$ cat config.mk
export PLATFORM = sky130hd
export DESIGN_NAME = seg7_scan_driver_flat
export DESIGN_NICKNAME = d
export VERILOG_FILES = /design/src/rtl/seg7_scan_driver_pkg.sv /design/src/rtl/seg7_scan_driver_if.sv /design/src/rtl/seg7_scan_prescaler.sv /design/src/rtl/seg7_scan_driver.sv /design/src/flat_wrapper.sv
export SDC_FILE = /design/constraint.sdc
export NUM_CORES = 1
export LEC_CHECK = 0
export CORE_AREA = 2 2 99 82
export DETAILED_ROUTE_END_ITERATION = 6
export DIE_AREA = 0 0 101 84
export PLACE_DENSITY = 0.71
export SKIP_LAST_GASP = 1
export SLEW_MARGIN = 10
export SYNTH_ARGS = -nofsm -noshare
export SYNTH_HDL_FRONTEND = slang
export SYNTH_SLANG_ARGS = --single-unit
$ cat constraint.sdc
create_clock -name clk -period 1.9 [get_ports clk]
set_input_delay 0.57 -clock clk [delete_from_list [all_inputs] [get_ports clk]]
set_output_delay 0.57 -clock clk [all_outputs]
set_load 0.005 [all_outputs]
$ cat src/rtl/seg7_scan_driver_pkg.sv
// seg7_scan_driver_pkg
// Shared constants for the 7-segment scan driver: the segment bus width,
// the segment bit order (bit 6 = a ... bit 0 = g, active-high), the blank
// pattern, and the width helper used to size the digit index.
package seg7_scan_driver_pkg;

    localparam int SEG_W = 7;

    localparam int SEG_A = 6;
    localparam int SEG_B = 5;
    localparam int SEG_C = 4;
    localparam int SEG_D = 3;
    localparam int SEG_E = 2;
    localparam int SEG_F = 1;
    localparam int SEG_G = 0;

    localparam logic [SEG_W-1:0] SEG_BLANK = '0;

    // Bits needed to hold 0..n-1, never less than 1.
    function automatic int clog2(input int n);
        int w;
        w = 1;
        while ((1 << w) < n) w++;
        return w;
    endfunction

endpackage

$ cat src/rtl/seg7_scan_driver_if.sv
// seg7_scan_driver_if
// Bundles the pattern/load inputs and the scanned display outputs.
//   seg_in     : NUM_DIGITS packed 7-bit patterns, digit k at [7k+6:7k]
//   load       : one-cycle strobe capturing seg_in into the pending buffer
//   digit_en   : live per-digit enable (0 blanks that digit's slot)
//   seg_out    : shared segment bus, active-high
//   dig_sel    : one-hot active-low digit select
//   pending    : captured data waiting for a frame boundary
//   frame_done : one-cycle pulse after the last slot of a frame
// master = pattern source, slave = scan driver.
interface seg7_scan_driver_if #(
    parameter int NUM_DIGITS = 4
);
    import seg7_scan_driver_pkg::*;

    logic [SEG_W*NUM_DIGITS-1:0] seg_in;
    logic                        load;
    logic [NUM_DIGITS-1:0]       digit_en;
    logic [SEG_W-1:0]            seg_out;
    logic [NUM_DIGITS-1:0]       dig_sel;
    logic                        pending;
    logic                        frame_done;

    modport master (
        output seg_in, load, digit_en,
        input  seg_out, dig_sel, pending, frame_done
    );

    modport slave (
        input  seg_in, load, digit_en,
        output seg_out, dig_sel, pending, frame_done
    );

endinterface

$ cat src/rtl/seg7_scan_prescaler.sv
// seg7_scan_prescaler
// Slot timer for the scan driver. Counts 0..CLK_DIV-1 and raises tick on the
// last count of each slot. dead flags the first DEAD_CYCLES counts of a slot
// when the DEAD_TIME_EN macro is defined, and is held 0 otherwise.
// Ports: clk, rst_n (sync, active-low), tick, dead.
module seg7_scan_prescaler #(
    parameter int CLK_DIV     = 50000,
    parameter int DEAD_CYCLES = 2
) (
    input  logic clk,
    input  logic rst_n,
    output logic tick,
    output logic dead
);

    localparam int PW = (CLK_DIV > 2) ? $clog2(CLK_DIV) : 1;

`ifdef DEAD_TIME_EN
    localparam bit DEAD_EN = 1'b1;
`else
    localparam bit DEAD_EN = 1'b0;
`endif

    logic [PW-1:0] cnt;

    assign tick = (cnt == PW'(CLK_DIV - 1));
    assign dead = DEAD_EN && (int'(cnt) < DEAD_CYCLES);

    always_ff @(posedge clk) begin
        if (!rst_n) cnt <= '0;
        else        cnt <= tick ? '0 : cnt + 1'b1;
    end

endmodule

$ cat src/rtl/seg7_scan_driver.sv
// seg7_scan_driver
// Time-multiplexes NUM_DIGITS segment patterns onto one segment bus with
// one-hot active-low digit selects. Loaded patterns sit in a pending buffer
// and move to the display buffer only at a frame boundary, so a frame is
// never drawn from mixed data. Optional anti-ghosting blanking at the start
// of each slot is enabled with the DEAD_TIME_EN macro.
// Ports: clk, rst_n (sync, active-low), bus (seg7_scan_driver_if.slave).
module seg7_scan_driver
    import seg7_scan_driver_pkg::*;
#(
    parameter int NUM_DIGITS  = 4,
    parameter int CLK_DIV     = 50000,
    parameter int DEAD_CYCLES = 2
) (
    input  logic                 clk,
    input  logic                 rst_n,
    seg7_scan_driver_if.slave    bus
);

    localparam int IW = clog2(NUM_DIGITS);

    logic                              tick;
    logic                              dead;
    logic                              boundary;
    logic [IW-1:0]                     idx;
    logic [NUM_DIGITS-1:0][SEG_W-1:0]  display;
    logic [NUM_DIGITS-1:0][SEG_W-1:0]  pend_buf;
    logic                              pend_q;

    seg7_scan_prescaler #(
        .CLK_DIV     (CLK_DIV),
        .DEAD_CYCLES (DEAD_CYCLES)
    ) u_prescaler (
        .clk   (clk),
        .rst_n (rst_n),
        .tick  (tick),
        .dead  (dead)
    );

    assign boundary    = tick && (idx == IW'(NUM_DIGITS - 1));
    assign bus.pending = pend_q;

    always_ff @(posedge clk) begin
        if (!rst_n) begin
            idx            <= '0;
            display        <= '0;
            pend_buf       <= '0;
            pend_q         <= 1'b0;
            bus.frame_done <= 1'b0;
            bus.seg_out    <= SEG_BLANK;
            bus.dig_sel    <= '1;
        end else begin
            if (tick) idx <= boundary ? '0 : idx + 1'b1;

            // Old pending data moves out before a coincident load refills
            // the buffer, so a load on the boundary lands one frame later.
            if (boundary && pend_q) display <= pend_buf;

            if (bus.load) begin
                pend_buf <= bus.seg_in;
                pend_q   <= 1'b1;
            end else if (boundary) begin
                pend_q   <= 1'b0;
            end

            bus.frame_done <= boundary;
            bus.dig_sel    <= dead ? '1 : ~(NUM_DIGITS'(1) << idx);
            bus.seg_out    <= (dead || !bus.digit_en[idx]) ? SEG_BLANK : display[idx];
        end
    end

endmodule

$ cat src/flat_wrapper.sv
// flat-port wrapper written by rule: the top's interface ports become plain ports
module seg7_scan_driver_flat import seg7_scan_driver_pkg::*;
#(
    parameter int NUM_DIGITS  = 4,
    parameter int CLK_DIV     = 50000,
    parameter int DEAD_CYCLES = 2
)
  (clk, rst_n, bus_seg_in, bus_load, bus_digit_en, bus_seg_out, bus_dig_sel, bus_pending, bus_frame_done);
  seg7_scan_driver_if #(.NUM_DIGITS(NUM_DIGITS)) bus_i ();
  input  logic clk;
  input  logic rst_n;
  input wire logic [$bits(bus_i.seg_in)-1:0] bus_seg_in;
  input wire logic [$bits(bus_i.load)-1:0] bus_load;
  input wire logic [$bits(bus_i.digit_en)-1:0] bus_digit_en;
  output wire logic [$bits(bus_i.seg_out)-1:0] bus_seg_out;
  output wire logic [$bits(bus_i.dig_sel)-1:0] bus_dig_sel;
  output wire logic [$bits(bus_i.pending)-1:0] bus_pending;
  output wire logic [$bits(bus_i.frame_done)-1:0] bus_frame_done;
  assign bus_i.seg_in = bus_seg_in;
  assign bus_i.load = bus_load;
  assign bus_i.digit_en = bus_digit_en;
  assign bus_seg_out = bus_i.seg_out;
  assign bus_dig_sel = bus_i.dig_sel;
  assign bus_pending = bus_i.pending;
  assign bus_frame_done = bus_i.frame_done;
  seg7_scan_driver #(.NUM_DIGITS(NUM_DIGITS), .CLK_DIV(CLK_DIV), .DEAD_CYCLES(DEAD_CYCLES)) u_core (.clk(clk), .rst_n(rst_n), .bus(bus_i));
endmodule
; Word-level counts from Yosys, hierarchy flattened
; Index checks and enable logic that the tools add are counted.
; Widths: inputs -> output; s select.
[classes]
eq_ne = 2
order_cmp = 1
reduce_logical = 5
shift = 1
bitwise_logic = 2
n_addsub = 2
muxes = 7
[ops]
columns = cell, count
row1 = $add 16x1->16 const B, 1
row2 = $eq 16x16->1 const B, 1
row3 = $bmux 7 s2, 1
row4 = $mux 7, 1
row5 = $not 4->4, 1
row6 = $shl 1x2->4 const A, 1
row7 = $lt 2x3->1 const B, 1
row8 = $mux 1, 3
row9 = $add 2x1->2 const B, 1
row10 = $bmux 1 s2, 1
row11 = $eq 2x2->1 const B, 1
row12 = $logic_and 1x1->1, 2
row13 = $mux 2, 1
row14 = $reduce_and 2->1, 1
row15 = $reduce_bool 2->1, 1
row16 = $reduce_or 2->1, 1
row17 = $not 1->1, 1
[word_totals]
ff_bits = 87
elab_cells = 34
output_inout_bits = 13

; Depth between registers and ports, before layout
; Gate-level depths: netlist of the first run.
[depth]
ltp_word = 4
mapped_depth = 6

; Hierarchy
; From an unflattened synthesis of the first run, not the netlist that was laid out.
[hier_totals]
hier_cells = 351
area_unflattened_um2 = 3618.5
[by_module_without_submodules]
columns = module, cells_per_inst, area_each_um2, instances, seq_area_each_um2
row1 = seg7_scan_driver, 270, 2817.7, 1, 1421.4
row2 = seg7_scan_prescaler, 81, 800.8, 1, 320.3

; Least setup slack after synthesis of the first run
; OpenSTA, ideal clock, no wires.
[synth_timing]
path_kind = reg-to-reg
startpoint = register u_core.u_prescaler.cnt[0]
endpoint = register u_core.display[10] (netlist name)
setup_time_ns = 0.072
slack_ns = 0.327
arrival_time_ns = 1.501
period_less_slack_ns = 1.573
stages_incl_launch_ff = 7
path_buffers = 1
t_required_ns = 1.828
path_cell_list = dfxtp_1 -> ha_1 -> and3_1 -> nand4_2 -> nor2_8 -> buf_12 -> mux2i_1
[synth_between]
elab_chain_cells = 3
[synth_lines]
columns = element, line_no
row1 = from (decl), seg7_scan_prescaler.sv:24  ; logic [PW-1:0] cnt;
row2 = from (signal assigned), seg7_scan_prescaler.sv:31  ; else cnt <= tick ? '0 : cnt + 1'b1;
row3 = $eq 16x16->1, seg7_scan_prescaler.sv:26  ; assign tick = (cnt == PW'(CLK_DIV - 1));
row4 = $logic_and 1x1->1, seg7_scan_driver.sv:40  ; assign boundary = tick && (idx == IW'(NUM_DIGITS - 1));
row5 = $logic_and 1x1->1, seg7_scan_driver.sv:57  ; if (boundary && pend_q) display <= pend_buf;
row6 = to (signal assigned), seg7_scan_driver.sv:57
row7 = to (decl), seg7_scan_driver.sv:26  ; logic [NUM_DIGITS-1:0][SEG_W-1:0] display;
; No other way between the ends.
; A chain may end at the register's enable or synchronous reset.

; Final worst setup path of the first run
[layout_timing]
startpoint = register u_core.pend_q (netlist: u_core.bus.pending)
endpoint = output port bus_pending
[layout_rtl]
columns = element, line_no
row1 = from (decl), seg7_scan_driver.sv:28  ; logic pend_q;
row2 = from (signal assigned), seg7_scan_driver.sv:48  ; pend_q <= 1'b0;
row3 = from (signal assigned), seg7_scan_driver.sv:61  ; pend_q <= 1'b1;
row4 = from (signal assigned), seg7_scan_driver.sv:63  ; pend_q <= 1'b0;
row5 = to (decl), flat_wrapper.sv:17  ; output wire logic [$bits(bus_i.pending)-1:0] bus_pending;
; No word-level cell between the ends.

==> results.cfg, run 1 <==
[global_routing]
grt_pass1_vias = 2453
grt_max_degree = 54
grt_pass1_wl_um = 11410
grt-ovfl-total = 0
antenna_found_initial = 0
grt_util_all_layers_pct = 16.83

[setup_path]
worst_path_largest_cell_delay_ns = 0.51
reg2reg_to = u_core.display[11]
reg2reg_setup_slack_ns = 0.18
cp-start-kind = flop
r2r_start = u_core.u_prescaler.cnt[0]
cp_slowest_cell = clkdlybuf4s50_1
path_cells = clkdlybuf4s50_1
cp.arrival_ns = 1.22
crit_fanout = 3
critPathCaptureType = primary output
cp_num_cells = 1
reg2regPathDepth = 6
crit_start = u_core.bus.pending
worstSetupPathType = flop to primary output
path_delay_family = buffers and inverters
worstPathRequired_ns = 1.33
crit_buf_inv = 1

[sta]
relSlewSlack_pct = 77.95
finClkSkew_ns = 0.01347
min_period_over_period_pct = 94.05
finalCriticalPeriod_ns = 1.787
fin_ws_ns = 0.1131
timing.fmax_ghz = 0.5596
tightest_slew_ns = 0.3277
hold_viol_final = 0
drv_slew = 0
fin_tns_setup_ns = 0
finalSetupViolations = 0
rsz0062_at_grt = false

[power]
p_int_uw = 2516
vdd_drop_max_uv = 427.6
combPwrFrac_pct = 6.7
leakagePower_uw = 0.001643
seq_power_share_pct = 57.6
pwr-share-clk_pct = 35.7
p_switching_uw = 767.7
p_per_area_nw_per_um2 = 753.9
p_sw_share_pct = 23.38

[flow_run]
maxCapViolCount = 0

[clock_tree]
path_clk_slew_ns = 0.08
root_buffer = clkbuf_8
clock_latency_ns = 0.36
cts-htree-levels = 3
cts_setup_buffers = 0
cts_tree = done
cts_buffer_depth = 2
cts_sinks = 87
numCtsBuffers = 9
hold_buffers = 0
cts_resized = 0

[floorplanning]
die_y_um = 84
io_pins = 48
die_x_um = 101
die_area_um2 = 8484
rows = 29
initial_core_util_pct = 47.49
core_um2 = 7620

[min_path]
min_path_cells = 2
whs_endpoint = u_core.display[3]
min_from = u_core.display[3]
hold_class = flop to flop

[synth]
avgSynthCellArea_um2 = 10.40
synth_nets = 388
yosys.cell_types.count = 35
syn-instance-count = 348
synth_seq_cells = 87
netlist_area_um2 = 3618
yosys_warnings = 0
ys_seq_area_share_pct = 48.13

[final_layout]
utilization_pct = 57.16
layout_commonest_cell = dfxtp_1
n_fill_cell = 660
diodes = 0
layout_common_cells = dfxtp_1 (87), nand2_1 (65), mux2i_1 (57)
areaGrowthSynthToFinish_pct = 20.37
final_nets = 434
drive_gt1_share_pct = 10.03

[drt]
drc_errors = 0
viasPerCell = 4.994
ant_nets = 0
post_drt_wl_per_cell_um = 13.24
wl_met1_um = 3390
drt_first_pass_iters = 4
wl_met3_um = 292
wl_met2_um = 2742
routed_wl_um = 6512
highest_layer = met4
drtIter0Drc = 79
via_count = 2457

[placement]
dp_hpwl_um = 4553
place_congestion = 0.7960
io_buffer_count = 47
pre_cts_slack_ns = 0.07921

[run_status]
status = finished, final reports clean
==> synthesized netlist by cell type, drive strengths merged <==
master	n	area (um^2)
and4	1	8.760
nor4	3	18.77
inv	3	11.26
nor4bb	1	10.01
o31ai	1	7.510
or3	1	6.260
ha	5	62.56
nand3	6	30.03
or4	1	7.510
xor2	5	43.79
and2	2	12.51
and3	10	62.56
clkbuf	13	58.80
xnor2	8	70.07
buf	8	70.07
a21oi	1	5.000
nor2b	29	181.4
and4b	1	10.01
mux4	8	180.2
nor2	17	80.08
nor3	2	10.01
nor4b	3	38.79
nand2	65	244.0
nand4	6	43.79
and4bb	1	12.51
o21ai	1	5.000
dfxtp	87	1742
o21a	1	7.510
nor3b	1	7.510
mux2i	57	570.6
==> stage by stage <==
stage	instances	total power, uW	instance area [um^2]	hold slack (ns)
2_1_floorplan	348	2048	3618	0.4261
3_3_place_gp	476	2151	4172	0.4383
5_1_grt	492	3431	4355	0.4816
4_1_cts	492	3329	4354	0.4619
6_report	492	3284	4355	0.4582
3_5_place_dp	476	2157	4172	0.4478
==> per-layer routing <==
metal / up-vias / GRT usage, %
li1: 1279 / -
met1: 1123 / 22.76
met2: 46 / 25.45
met3: 9 / 5.946
met4: 0 / 4.791
met5: - / 0
==> power by group through the flow <==
stage                     Sequential [uW]  Combinational (uW)  Clock (uW)
final                                1890                 221        1170
after global routing                 1900                 245        1290
after CTS                            1890                 225        1210
after detailed placement             1930                 224           0
after global placement               1930                 221           0
after floorplan                      1930                 122           0
==> registers in the layout (all words and copies together), names as in the netlist <==
name and flops:
u_core.bus.seg_out 7, u_core.pend_buf 28, u_core.bus.frame_done 1, u_core.u_prescaler.cnt 16, u_core.bus.dig_sel 4, u_core.display 28
u_core.idx 2, u_core.bus.pending 1
==> worst max path at each step <==
stage,endpoint
2_1_floorplan,u_core.display[10]
3_5_place_dp,u_core.bus.seg_out[0]
5_1_grt,bus_pending
6_report,bus_pending
4_1_cts,bus_seg_out[6]
3_3_place_gp,u_core.bus.seg_out[0]
==> cells by family after synthesis <==
group,after synthesis,synth area share [%]
flip-flops,87,48.13
AND/OR/NAND/NOR,150,21.68
XOR/XNOR,13,3.147
multiplexers,65,20.75
AO/OA/AOI/OAI,4,0.6915
adder cells (fa/ha/maj),5,1.729
buffers and inverters,24,3.873
==> area by class of cell <==
class | instances | area, um^2 | share of cell area, %
clock inverter | 5 | 41.29 | 0.9480
sequential | 87 | 1742 | 39.99
multi-input combinational | 237 | 1738 | 39.90
timing repair buffer | 56 | 565.5 | 12.98
inverter | 3 | 11.26 | 0.2585
tap | 93 | 116.4 | 2.672
clock buffer | 11 | 141.4 | 3.246
(Power assumes the default switching activity.)
==> run 2: changes to the inputs <==
SKIP_LAST_GASP = not set   (was 1)
==> results of run 2 <==
Same layout as run 1: the final DEF is identical, and so are final timing and power.
